[src/rtl/slv_rd_err_responder_pkg.sv]
// Shared types and constants for the read error responder.
// Contents:
//   len_t         AXI burst length (beats-1)
//   resp_t        AXI response code
//   RespOkay      response driven while R is idle
//   RespSlverr    response driven on every error beat
//   StIdle        FSM state: no burst being answered
//   StBurst       FSM state: driving beats of one burst
//   is_last_beat  true when the beat counter says this is the final beat
package slv_rd_err_responder_pkg;

  typedef logic [7:0] len_t;
  typedef logic [1:0] resp_t;

  localparam resp_t RespOkay   = 2'b00;
  localparam resp_t RespSlverr = 2'b10;

  localparam logic StIdle  = 1'b0;
  localparam logic StBurst = 1'b1;

  function automatic logic is_last_beat(input len_t beats_left);
    return beats_left == '0;
  endfunction

endpackage

[src/rtl/slv_rd_err_responder.sv]
// Completes reads of an isolated slave toward the upstream master with SLVERR bursts
// of the original length, so the master never hangs.
// Ports:
//   clk_i, rst_ni       clock and asynchronous active-low reset
//   clear_i             flush queued aborts that have not started yet
//   abort_valid_i/ready_o, abort_id_i, abort_len_i
//                       abort request for one outstanding read
//   r_valid_o/r_ready_i, r_id_o, r_data_o, r_resp_o, r_last_o, r_user_o
//                       upstream R channel
//   pending_o           aborts accepted but not yet fully answered
module slv_rd_err_responder
  import slv_rd_err_responder_pkg::*;
#(
  parameter int unsigned IdWidth   = 6,
  parameter int unsigned DataWidth = 32,
  parameter int unsigned UserWidth = 1,
  parameter int unsigned FifoDepth = 4
) (
  input  logic                              clk_i,
  input  logic                              rst_ni,
  input  logic                              clear_i,
  input  logic                              abort_valid_i,
  output logic                              abort_ready_o,
  input  logic [IdWidth-1:0]                abort_id_i,
  input  logic [7:0]                        abort_len_i,
  output logic                              r_valid_o,
  input  logic                              r_ready_i,
  output logic [IdWidth-1:0]                r_id_o,
  output logic [DataWidth-1:0]              r_data_o,
  output logic [1:0]                        r_resp_o,
  output logic                              r_last_o,
  output logic [UserWidth-1:0]              r_user_o,
  output logic [$clog2(FifoDepth+2)-1:0]    pending_o
);

  localparam int unsigned PtrWidth  = $clog2(FifoDepth);
  localparam int unsigned CntWidth  = $clog2(FifoDepth + 1);
  localparam int unsigned PendWidth = $clog2(FifoDepth + 2);

  typedef struct packed {
    logic [IdWidth-1:0] id;
    len_t               len;
  } rd_abort_t;

  rd_abort_t             mem_q [FifoDepth];
  logic [PtrWidth-1:0]   wr_ptr_q, rd_ptr_q;
  logic [CntWidth-1:0]   cnt_q, cnt_d;
  logic                  full, empty, push, pop;

  logic                  state_q, state_d;
  logic [IdWidth-1:0]    cur_id_q, cur_id_d;
  len_t                  beat_cnt_q, beat_cnt_d;
  logic                  busy, r_hs, last_hs;
  rd_abort_t             head;

  assign full  = cnt_q == CntWidth'(FifoDepth);
  assign empty = cnt_q == '0;
  assign head  = mem_q[rd_ptr_q];

  assign busy    = state_q == StBurst;
  assign r_hs    = busy & r_ready_i;
  assign last_hs = r_hs & is_last_beat(beat_cnt_q);

  // Ready ignores a same-cycle pop: no push-through while full.
  assign push = abort_valid_i & ~full & ~clear_i;
  // A flush also cancels the pop, so nothing queued starts after clear_i.
  assign pop  = ~clear_i & ~empty & (~busy | last_hs);

  always_comb begin
    cnt_d = cnt_q;
    if (clear_i) begin
      cnt_d = '0;
    end else if (push && !pop) begin
      cnt_d = cnt_q + CntWidth'(1);
    end else if (pop && !push) begin
      cnt_d = cnt_q - CntWidth'(1);
    end
  end

  always_ff @(posedge clk_i or negedge rst_ni) begin
    if (!rst_ni) begin
      wr_ptr_q <= '0;
      rd_ptr_q <= '0;
      cnt_q    <= '0;
      for (int i = 0; i < int'(FifoDepth); i++) begin
        mem_q[i] <= '0;
      end
    end else begin
      cnt_q <= cnt_d;
      if (clear_i) begin
        wr_ptr_q <= '0;
        rd_ptr_q <= '0;
      end else begin
        if (push) begin
          mem_q[wr_ptr_q] <= '{id: abort_id_i, len: abort_len_i};
          wr_ptr_q        <= wr_ptr_q + PtrWidth'(1);
        end
        if (pop) begin
          rd_ptr_q <= rd_ptr_q + PtrWidth'(1);
        end
      end
    end
  end

  always_comb begin
    state_d    = state_q;
    cur_id_d   = cur_id_q;
    beat_cnt_d = beat_cnt_q;
    if (pop) begin
      // Covers both the idle start and the back-to-back reload on a last beat.
      state_d    = StBurst;
      cur_id_d   = head.id;
      beat_cnt_d = head.len;
    end else if (last_hs) begin
      state_d = StIdle;
    end else if (r_hs) begin
      beat_cnt_d = beat_cnt_q - 8'd1;
    end
  end

  always_ff @(posedge clk_i or negedge rst_ni) begin
    if (!rst_ni) begin
      state_q    <= StIdle;
      cur_id_q   <= '0;
      beat_cnt_q <= '0;
    end else begin
      state_q    <= state_d;
      cur_id_q   <= cur_id_d;
      beat_cnt_q <= beat_cnt_d;
    end
  end

  assign abort_ready_o = ~full;
  assign r_valid_o     = busy;
  assign r_id_o        = cur_id_q;
  assign r_data_o      = '0;
  assign r_resp_o      = busy ? RespSlverr : RespOkay;
  assign r_last_o      = busy & is_last_beat(beat_cnt_q);
  assign r_user_o      = '0;
  assign pending_o     = PendWidth'(cnt_q) + PendWidth'(busy);

endmodule
[config.mk]
export PLATFORM = sky130hd
export DESIGN_NAME = slv_rd_err_responder
export DESIGN_NICKNAME = d
export VERILOG_FILES = /design/src/rtl/slv_rd_err_responder_pkg.sv /design/src/rtl/slv_rd_err_responder.sv
export SDC_FILE = /design/constraint.sdc
export NUM_CORES = 1
export LEC_CHECK = 0
export ABC_AREA = 1
export CAP_MARGIN = 20
export CORE_AREA = 8 8 84 116
export CTS_CLUSTER_DIAMETER = 50
export DETAILED_ROUTE_END_ITERATION = 10
export DIE_AREA = 0 0 92 124
export PLACE_DENSITY = 0.84
export SETUP_SLACK_MARGIN = 0.15
export SKIP_LAST_GASP = 1
export SYNTH_ARGS = -nofsm -noshare
export SYNTH_HDL_FRONTEND = slang
export SYNTH_SLANG_ARGS = --single-unit
[constraint.sdc]
create_clock -name clk_i -period 2.5 [get_ports clk_i]
set_clock_uncertainty 0.15 [all_clocks]
set_input_delay 0.5 -clock clk_i [delete_from_list [all_inputs] [get_ports clk_i]]
set_output_delay 0.5 -clock clk_i [all_outputs]
set_load 0.05 [all_outputs]
Yosys cells after proc, flatten, opt, wreduce, memory -nomap -nowiden
Index checks and enable logic that the tools add are counted.
- add/sub/neg operators: 6
- $lt $le $gt $ge: 3
- eq/ne operators: 2
- multiplexer cells: 19
- bitwise logic cells: 14
- reductions and logical operators: 14
- operator list (operator ; number):
    56-bit bitwise mux ; 1
    14-bit 2-to-1 mux ; 3
    14-bit binary-select mux with 2-bit select ; 1
    14-bit demux with 2-bit select ; 1
    8-bit 2-to-1 mux ; 3
    2-bit 2-to-1 mux ; 5
    3-bit 2-to-1 mux ; 3
    8-bit zero test ; 1
    2-bit nonzero test ; 4
    8-bit by 1-bit subtractor with 8-bit output, second input constant ; 1
    1-bit bitwise AND ; 7
    3-bit >= comparator, second input constant ; 2
    2-bit inverter with 3-bit output ; 2
    2-bit by 1-bit adder with 2-bit output, second input constant ; 2
    1-bit inverter ; 4
    2-bit AND reduction ; 2
    3-bit by 1-bit adder with 3-bit output ; 1
    3-bit by 1-bit adder with 3-bit output, second input constant ; 1
    3-bit == test, second input constant ; 1
    1-bit logical AND ; 3
    3-bit zero test ; 1
    3-bit by 1-bit less-than comparator with 1-bit output, second input constant ; 1
    3-bit nonzero test ; 1
    3-bit by 1-bit subtractor with 3-bit output, second input constant ; 1
    4 further kinds ; 6
- register bits after elaboration: 78
- input bits: 19
- output and inout port bits: 47
- word-level logic and storage cells: 72

Longest topological paths before layout
Gate-level depths: netlist (run 1).
- depth in word-level cells: 9
- depth in mapped cells: 16
- depth with buffers taken out: 16

Least setup slack after synthesis (run 1)
Ideal clock, no wire load.
- kind: flip-flop to output port
- from: reg state_q, in the netlist r_valid_o
- to: out pending_o[2]
- arrival time: 1.885 ns
- data required time: 1.850 ns
- path slack: -0.035 ns
- cell stages (with the launch flop): 4
- path buffers: 0
- path through: dfrtp_1 > ha_1 > ha_1 > xor2_1
- cells in the longest elaborated chain, start to end: 1
- ends and longest elaborated chain (what ; line ; source):
    start: declaration ; slv_rd_err_responder.sv:50 ; logic state_q, state_d;
    start signal: assignment ; slv_rd_err_responder.sv:123 ; state_q <= StIdle;
    start signal: assignment ; slv_rd_err_responder.sv:127 ; state_q <= state_d;
    3-bit by 1-bit adder with 3-bit output ; slv_rd_err_responder.sv:140 ; assign pending_o = PendWidth'(cnt_q) + PendWidth'(busy);
    end: declaration ; slv_rd_err_responder.sv:33 ; output logic [$clog2(FifoDepth+2)-1:0] pending_o
No other way between the ends.

Final worst setup path (run 1)
- from: reg state_q, in the netlist r_valid_o
- to: out r_resp_o[1]
- cells in the longest elaborated chain, start to end: 1
- ends and longest elaborated chain (what ; line ; source):
    2-bit 2-to-1 mux ; slv_rd_err_responder.sv:137 ; assign r_resp_o = busy ? RespSlverr : RespOkay;
    end: declaration ; slv_rd_err_responder.sv:30 ; output logic [1:0] r_resp_o,
No other way between the ends.

==> metrics.md, run 1 <==
| Metric | Value |
|---|---|
| Syn Area/Cell | `between 8 and 9 sq um` |
| Post-synth top area share | `0.477` |
| CP max stage cell | `clkdlybuf4s50_1` |
| Tot Pwr | `5.58 mW` |
| Clock sink count | `78` |
| PD cells | `around 1200 nW/um^2` |
| Most frequent cells in the layout | `96 x nand2_1, 94 x o21ai_0, 77 x dfrtp_1` |
| Reg2Reg Launch Point | `beat_cnt_q[0]` |
| Synth warn | `0` |
| Nets | `547` |
| Total iterations of the first detailed-routing run | `5` |
| VDD IR-drop max | `0.780 mV` |
| CTS root buf | `clkbuf_16` |
| Setup crit start kind | `flop` |
| Endpoints failing setup | `0` |
| Site row count | `39` |
| Reg2reg path depth | `16` |
| Crit Path Max Fanout | `7` |
| CP cell instances | `clkdlybuf4s50_1` |
| Critical path launch point | `r_valid_o` |
| Initial antenna violation count | `0` |
| CTS tree | `done` |
| CTS buffer count | `9` |
| Critical Path RT | `about 1.9 ns` |
| Ys async rst share | `1.00` |
| Status | `finished, final reports clean` |
| Leak pwr | `2.31 nW` |
| Die W | `between 90 and 100 microns` |
| Max transition margin | `0.548` |
| Cell depth of the worst setup path | `1` |
| Synth Instances | `slightly below 500` |
| HPWL after DPL | `slightly below 6 mm` |
| Vias in the first global route | `3170` |
| Final period utilization | `0.908` |
| 1st-iter DRT viols | `between 400 and 500` |
| Port Buf Inserts | `31` |
| Largest net degree at the start of global routing | `52` |
| Post-CTS Hold Fix Bufs | `0` |
| Number of H-tree levels | `3` |
| Worst Max-Slew Pin Slew | `around 0.68 ns` |
| Worst setup path end | `r_resp_o[1]` |
| Starting Density | `0.511` |
| Synthesized flop and latch total | `78` |
| Slew Viols, Final | `0` |
| Wire length per cell | `between 10 and 15 microns` |
| CTS clk-pin slew, worst paths | `0.06 ns` |
| Tmin final | `about 2.3 ns` |
| Die height | `approximately 120 microns` |
| Crit-path leading delay family | `buffers and inverters` |
| Final Hold Fails | `0` |
| FF-to-FF setup slack | `0.30 ns` |
| EDFF count, synth | `0` |
| Via density | `about 5.2` |
| Worst Path Buf+Inv | `1` |
| Max incr delay on CP | `slightly above 0.8 ns` |
| Sequential cell area fraction in the yosys report | `0.477` |
| Yosys cell types | `31` |
| Core area | `8000 sq um` |
| Unrepaired setup endpoints after global routing | `false` |
| GPL Wtd Cong | `about 0.85` |
| Crit Path Class | `reg -> out` |
| Syn Std Cell Area | `around 4100 sq um` |
| Critical path endpoint category | `primary output` |
| Biggest area consumer among synthesized cells | `dfrtp_1` |
| Layout area overhead | `14.0%` |
| Final worst slack | `~0.23 ns` |
| Critical path arrival | `1.62 ns` |
| Synth Flop Type | `dfrtp_1` |
| Number of I/O pins | `66` |
| Total gr overflow | `0` |
| Hold crit path type | `in -> async` |
| Antenna Cells | `0` |
| Share of cells above drive strength 1 | `0.109` |
| Gr usage total | `0.157` |
| Synth top area cells | `dfrtp_1 48%, o21ai_0 12%, nand2_1 8.9%` |
| Die ar. | `11400 sq um` |
| Residual DRC | `0` |
| First-pass GRT wire length | `14.4 mm` |
| Max Clock Freq | `approximately 440 MHz` |
| Critical R2R Capture | `cnt_q[2]` |
| Routed wire length | `between 8 and 9 mm` |
| Max-cap violation count | `0` |
| Vias | `between 3000 and 4000` |
| Commonest non-fill, non-tap cell in the layout | `nand2_1` |
| Clk_lat worst skew | `0.34 ns` |
| Routed Antenna Nets | `0` |
| Dpl ws | `-0.0310 ns` |
| Worst-case clock buffer depth | `2` |
==> layer usage <==
metal / track usage / up-vias / wire length (microns)
li1: - / 1564 / -
met1: 0.168 / 1523 / 3330
met2: 0.279 / 119 / 4340
met3: 0.0470 / 18 / 701
met4: 0.0748 / 0 / 226
met5: 0 / - / 0
==> where the power goes <==
group	internal [mW]	switching (mW)	leakage, nW
sequential	1.81	0.348	0.984
clock	0.704	0.465	0.133
combinational	0.841	1.42	1.19
==> Yosys cell counts, types with 3 or more instances <==
cell type / count
buf_6: 8
nand2_4: 5
inv_1: 35
buf_2: 4
buf_4: 35
a31oi_1: 4
nor3_1: 3
o21ai_1: 7
dfrtp_1: 78
o22ai_1: 7
nor2_1: 58
o21ai_0: 94
ha_1: 8
clkbuf_1: 5
inv_2: 4
nand3_1: 12
nand2_1: 97
==> state kept, by name, summed over array words and instances, names as in the netlist <==
signal,flops
wr_ptr_q,2
cnt_q,3
beat_cnt_q,8
r_id_o,6
mem_q,56
rd_ptr_q,2
r_valid_o,1
==> final cells by class <==
cell class                      instances  area [sq um]
Multi-Input combinational cell        347          1730
Fill cell                             685          3340
Clock buffer                           11           253
Clock inverter                          2          10.0
Sequential cell                        78          1950
Tap cell                              102           128
Timing Repair Buffer                   44           444
Inverter                               39           146
==> through the flow <==
stage	util	cells	hold slack, ns	cell area (sq um)	setup TNS, ns
5_1_grt	0.583	623	0.0865	4660	0
6_report	0.583	623	0.0393	4660	0
2_1_floorplan	-	517	0.0544	4220	0
4_1_cts	0.579	621	0.0649	4640	0
3_5_place_dp	0.547	608	0.318	4370	-0.0310
3_3_place_gp	0.547	608	0.311	4370	0
==> worst min-delay path by stage <==
stage / startpoint / end / depth (start not counted)
6_report: rst_ni / wr_ptr_q[0] / 1
5_1_grt: rst_ni / wr_ptr_q[0] / 1
4_1_cts: rst_ni / wr_ptr_q[0] / 1
3_5_place_dp: mem_q[13] / mem_q[13] / 2
3_3_place_gp: mem_q[34] / mem_q[34] / 2
2_1_floorplan: rst_ni / beat_cnt_q[0] / 0
==> cells by family after synthesis <==
family	synth area share
flops	0.477
compound gates	0.154
buf+inv	0.135
xor+xnor	0.00857
simple gates	0.195
fa+ha+maj	0.0294
other cells	0.000917
==> repair_timing <==
item	4_1_cts	5_1_grt
endpoints found under the setup margin	1	2
pin swaps	0	1
gates resized for setup	1	4
buffers inserted	0	2
hold endpoints to repair	0	0
Note: power is estimated with default switching activity, not from simulation.
==> run 2: changes to the inputs <==
RECOVER_POWER = 25   (was not set)
REMOVE_ABC_BUFFERS = 1   (was not set)
==> metrics.md, run 2 (synthesis gave the netlist of run 1 again) <==
| Metric | Value |
|---|---|
| Status | `finished, final reports clean` |
| Nets | `549 (+0.37%)` |
| Worst Max-Slew Pin Slew | `0.996 ns (+0.318 ns)` |
| GPL Wtd Cong | `0.864 (+1.4%)` |
| First-pass GRT wire length | `14.8 mm (+3.0%)` |
| 1st-iter DRT viols | `237 (-47%)` |
| Most used cell, CP | `ha_1` |
| CTS root buf | `clkbuf_16` |
| PD cells | `1210 nW/um^2 (+1.5%)` |
| Residual DRC | `0 (unchanged)` |
| Total gr overflow | `0 (unchanged)` |
| Antenna Cells | `0 (unchanged)` |
| Final core utilization | `0.585 (+0.00188)` |
| Starting Density | `0.511 (unchanged)` |
| Routed wire length | `9.17 mm (+6.7%)` |
| Total iterations of the first detailed-routing run | `5 (unchanged)` |
| Unrepaired setup endpoints after global routing | `true` |
| Vias in the first global route | `3211 (+1.3%)` |
| Share of cells above drive strength 1 | `0.109 (-0.000834)` |
| Hold crit path type | `in -> async` |
| Gr usage total | `0.163 (+0.00520)` |
| Clk_lat worst skew | `0.34 ns (about the same)` |
| Site row count | `39 (unchanged)` |
| Worst-case clock buffer depth | `2 (unchanged)` |
| Max-cap violation count | `0 (unchanged)` |
| Tmin final | `2.30 ns (+0.0274 ns)` |
| CTS tree | `done` |
| Setup crit start kind | `flop` |
| Vias | `3266 (+1.3%)` |
| Largest net degree at the start of global routing | `41 (-21%)` |
| Largest reg by FF count | `mem_q` |
| Final period utilization | `0.919 (+0.0110)` |
| Number of H-tree levels | `3 (unchanged)` |
| Finished Layout Cells | `627 (+0.64%)` |
| Routed Antenna Nets | `0 (unchanged)` |
| Die W | `92 microns (unchanged)` |
| Max incr delay on CP | `0.47 ns (-0.36 ns)` |
| Critical path endpoint category | `primary output` |
| Max Clock Freq | `435 MHz (-1.2%)` |
| Leak pwr | `2.32 nW (+0.52%)` |
| VDD IR-drop max | `0.704 mV (-9.7%)` |
| Layout area overhead | `14.4%` |
| Via density | `5.21 (+0.66%)` |
| Critical path arrival | `1.65 ns (+0.03 ns)` |
| Port Buf Inserts | `31 (unchanged)` |
| CTS clk-pin slew, worst paths | `0.06 ns (about the same)` |
| Area occupied by multi-input gates | `1720 sq um (-0.43%)` |
| CP max stage cell | `dfrtp_1` |
| Dpl cells | `610 (+0.33%)` |
| Die height | `124 microns (unchanged)` |
| Most frequent cells in the layout | `96 x nand2_1, 94 x o21ai_0, 78 x dfrtp_1` |
| Clock sink count | `78 (unchanged)` |
| Max reg flops | `56 (unchanged)` |
| Commonest non-fill, non-tap cell in the layout | `nand2_1` |
| Wire length per cell | `14.6 microns (+6.0%)` |
| CP cell instances | `ha_1 > ha_1 > xor2_1 > buf_12` |
| Critical Path RT | `1.85 ns (about the same)` |
| Final Hold Fails | `0 (unchanged)` |
| CTS buffer count | `9 (unchanged)` |
| Register area | `1950 sq um (about the same)` |
| Met3 wire length | `591 microns (-16%)` |
| Crit Path Class | `reg -> out` |
| Tot Pwr | `5.68 mW (+1.8%)` |
| M1 WL | `3.61 mm (+8.5%)` |
| DR WL met2 | `4.79 mm (+10%)` |
| Crit Path Max Fanout | `7 (unchanged)` |
| Slew Viols, Final | `0 (unchanged)` |
| Fill cells | `684 (-0.15%)` |
| Max transition margin | `0.336 (-0.211)` |
| HPWL after DPL | `6.16 mm (+7.0%)` |
| Setup tns final | `0 ns (unchanged)` |
| Number of I/O pins | `66 (unchanged)` |
| Post-CTS Hold Fix Bufs | `0 (unchanged)` |
| Core area | `8000 sq um (unchanged)` |
| Die ar. | `11400 sq um (unchanged)` |
| Initial antenna violation count | `0 (unchanged)` |
| Endpoints failing setup | `0 (unchanged)` |
| Top sig layer | `met4` |
[run 2: cell types whose count changed in the layout (fill, tap and decap cells not counted), sizes merged]
cell,change
clkdlybuf4s50,-2
clkbuf,+6
dlygate4sd2,+1
dlymetal6s2s,+1
clkinv,-2
[run 2: final cells by class]
class                   instances  share of cell area
repair buffers                 46              0.0947
well taps                     102              0.0273
inverters                      39              0.0313
multi-input cells             347               0.368
flip-flops and latches         78               0.417
clock buffers                  15              0.0615
[run 2: metrics by stage]
stage,hold WS [ns],worst slack [ns],cell area (sq um)
finish,0.169,0.204,4680
global route,0.236,0.101,4680
CTS,0.000126,0.153,4680
detailed placement,0.317,-0.139,4380
global placement,0.311,-0.0307,4380
floorplan,0.0544,-0.349,3810
[run 2: repair_timing]
action                                  in CTS  in global routing
hold endpoints to repair                     0                  0
cloned                                       0                  0
setup buffers                                0                  2
pin swaps                                    1                  1
endpoints found under the setup margin       4                  4
resized for setup                            4                  3
[run 2: routing by layer]
metal | GRT usage | vias to the layer above
met5 | 0 | -
met4 | 0.0839 | 0
met3 | 0.0416 | 17
met2 | 0.291 | 117
met1 | 0.173 | 1561
li1 | - | 1571
[run 2: power by group]
part / internal (mW) / switching (mW) / total [mW] / leakage (nW)
registers: 1.81 / 0.360 / 2.17 / 0.984
clock network: 0.776 / 0.470 / 1.25 / 0.142
logic: 0.830 / 1.44 / 2.27 / 1.19
[run 2: final timing paths]
path	to	start	slack (ns)	depth (start not counted)
worst max-delay path	pending_o[2]	r_valid_o	0.20	4
worst min-delay path	mem_q[26]	rst_ni	0.17	1
worst max register to register	cnt_q[2]	beat_cnt_q[0]	0.27	16
worst min register to register	mem_q[31]	mem_q[31]	0.33	2
max in group asynchronous	mem_q[44]	rst_ni	0.77	2
min in group clk_i	mem_q[31]	mem_q[31]	0.33	2
[run 2: critical path: cells and delay by family, from the launching register on]
family     cells  cell delay [ns]
xor+xnor       1             0.24
fa+ha+maj      2             0.42
buf+inv        1             0.18
flops          1             0.47
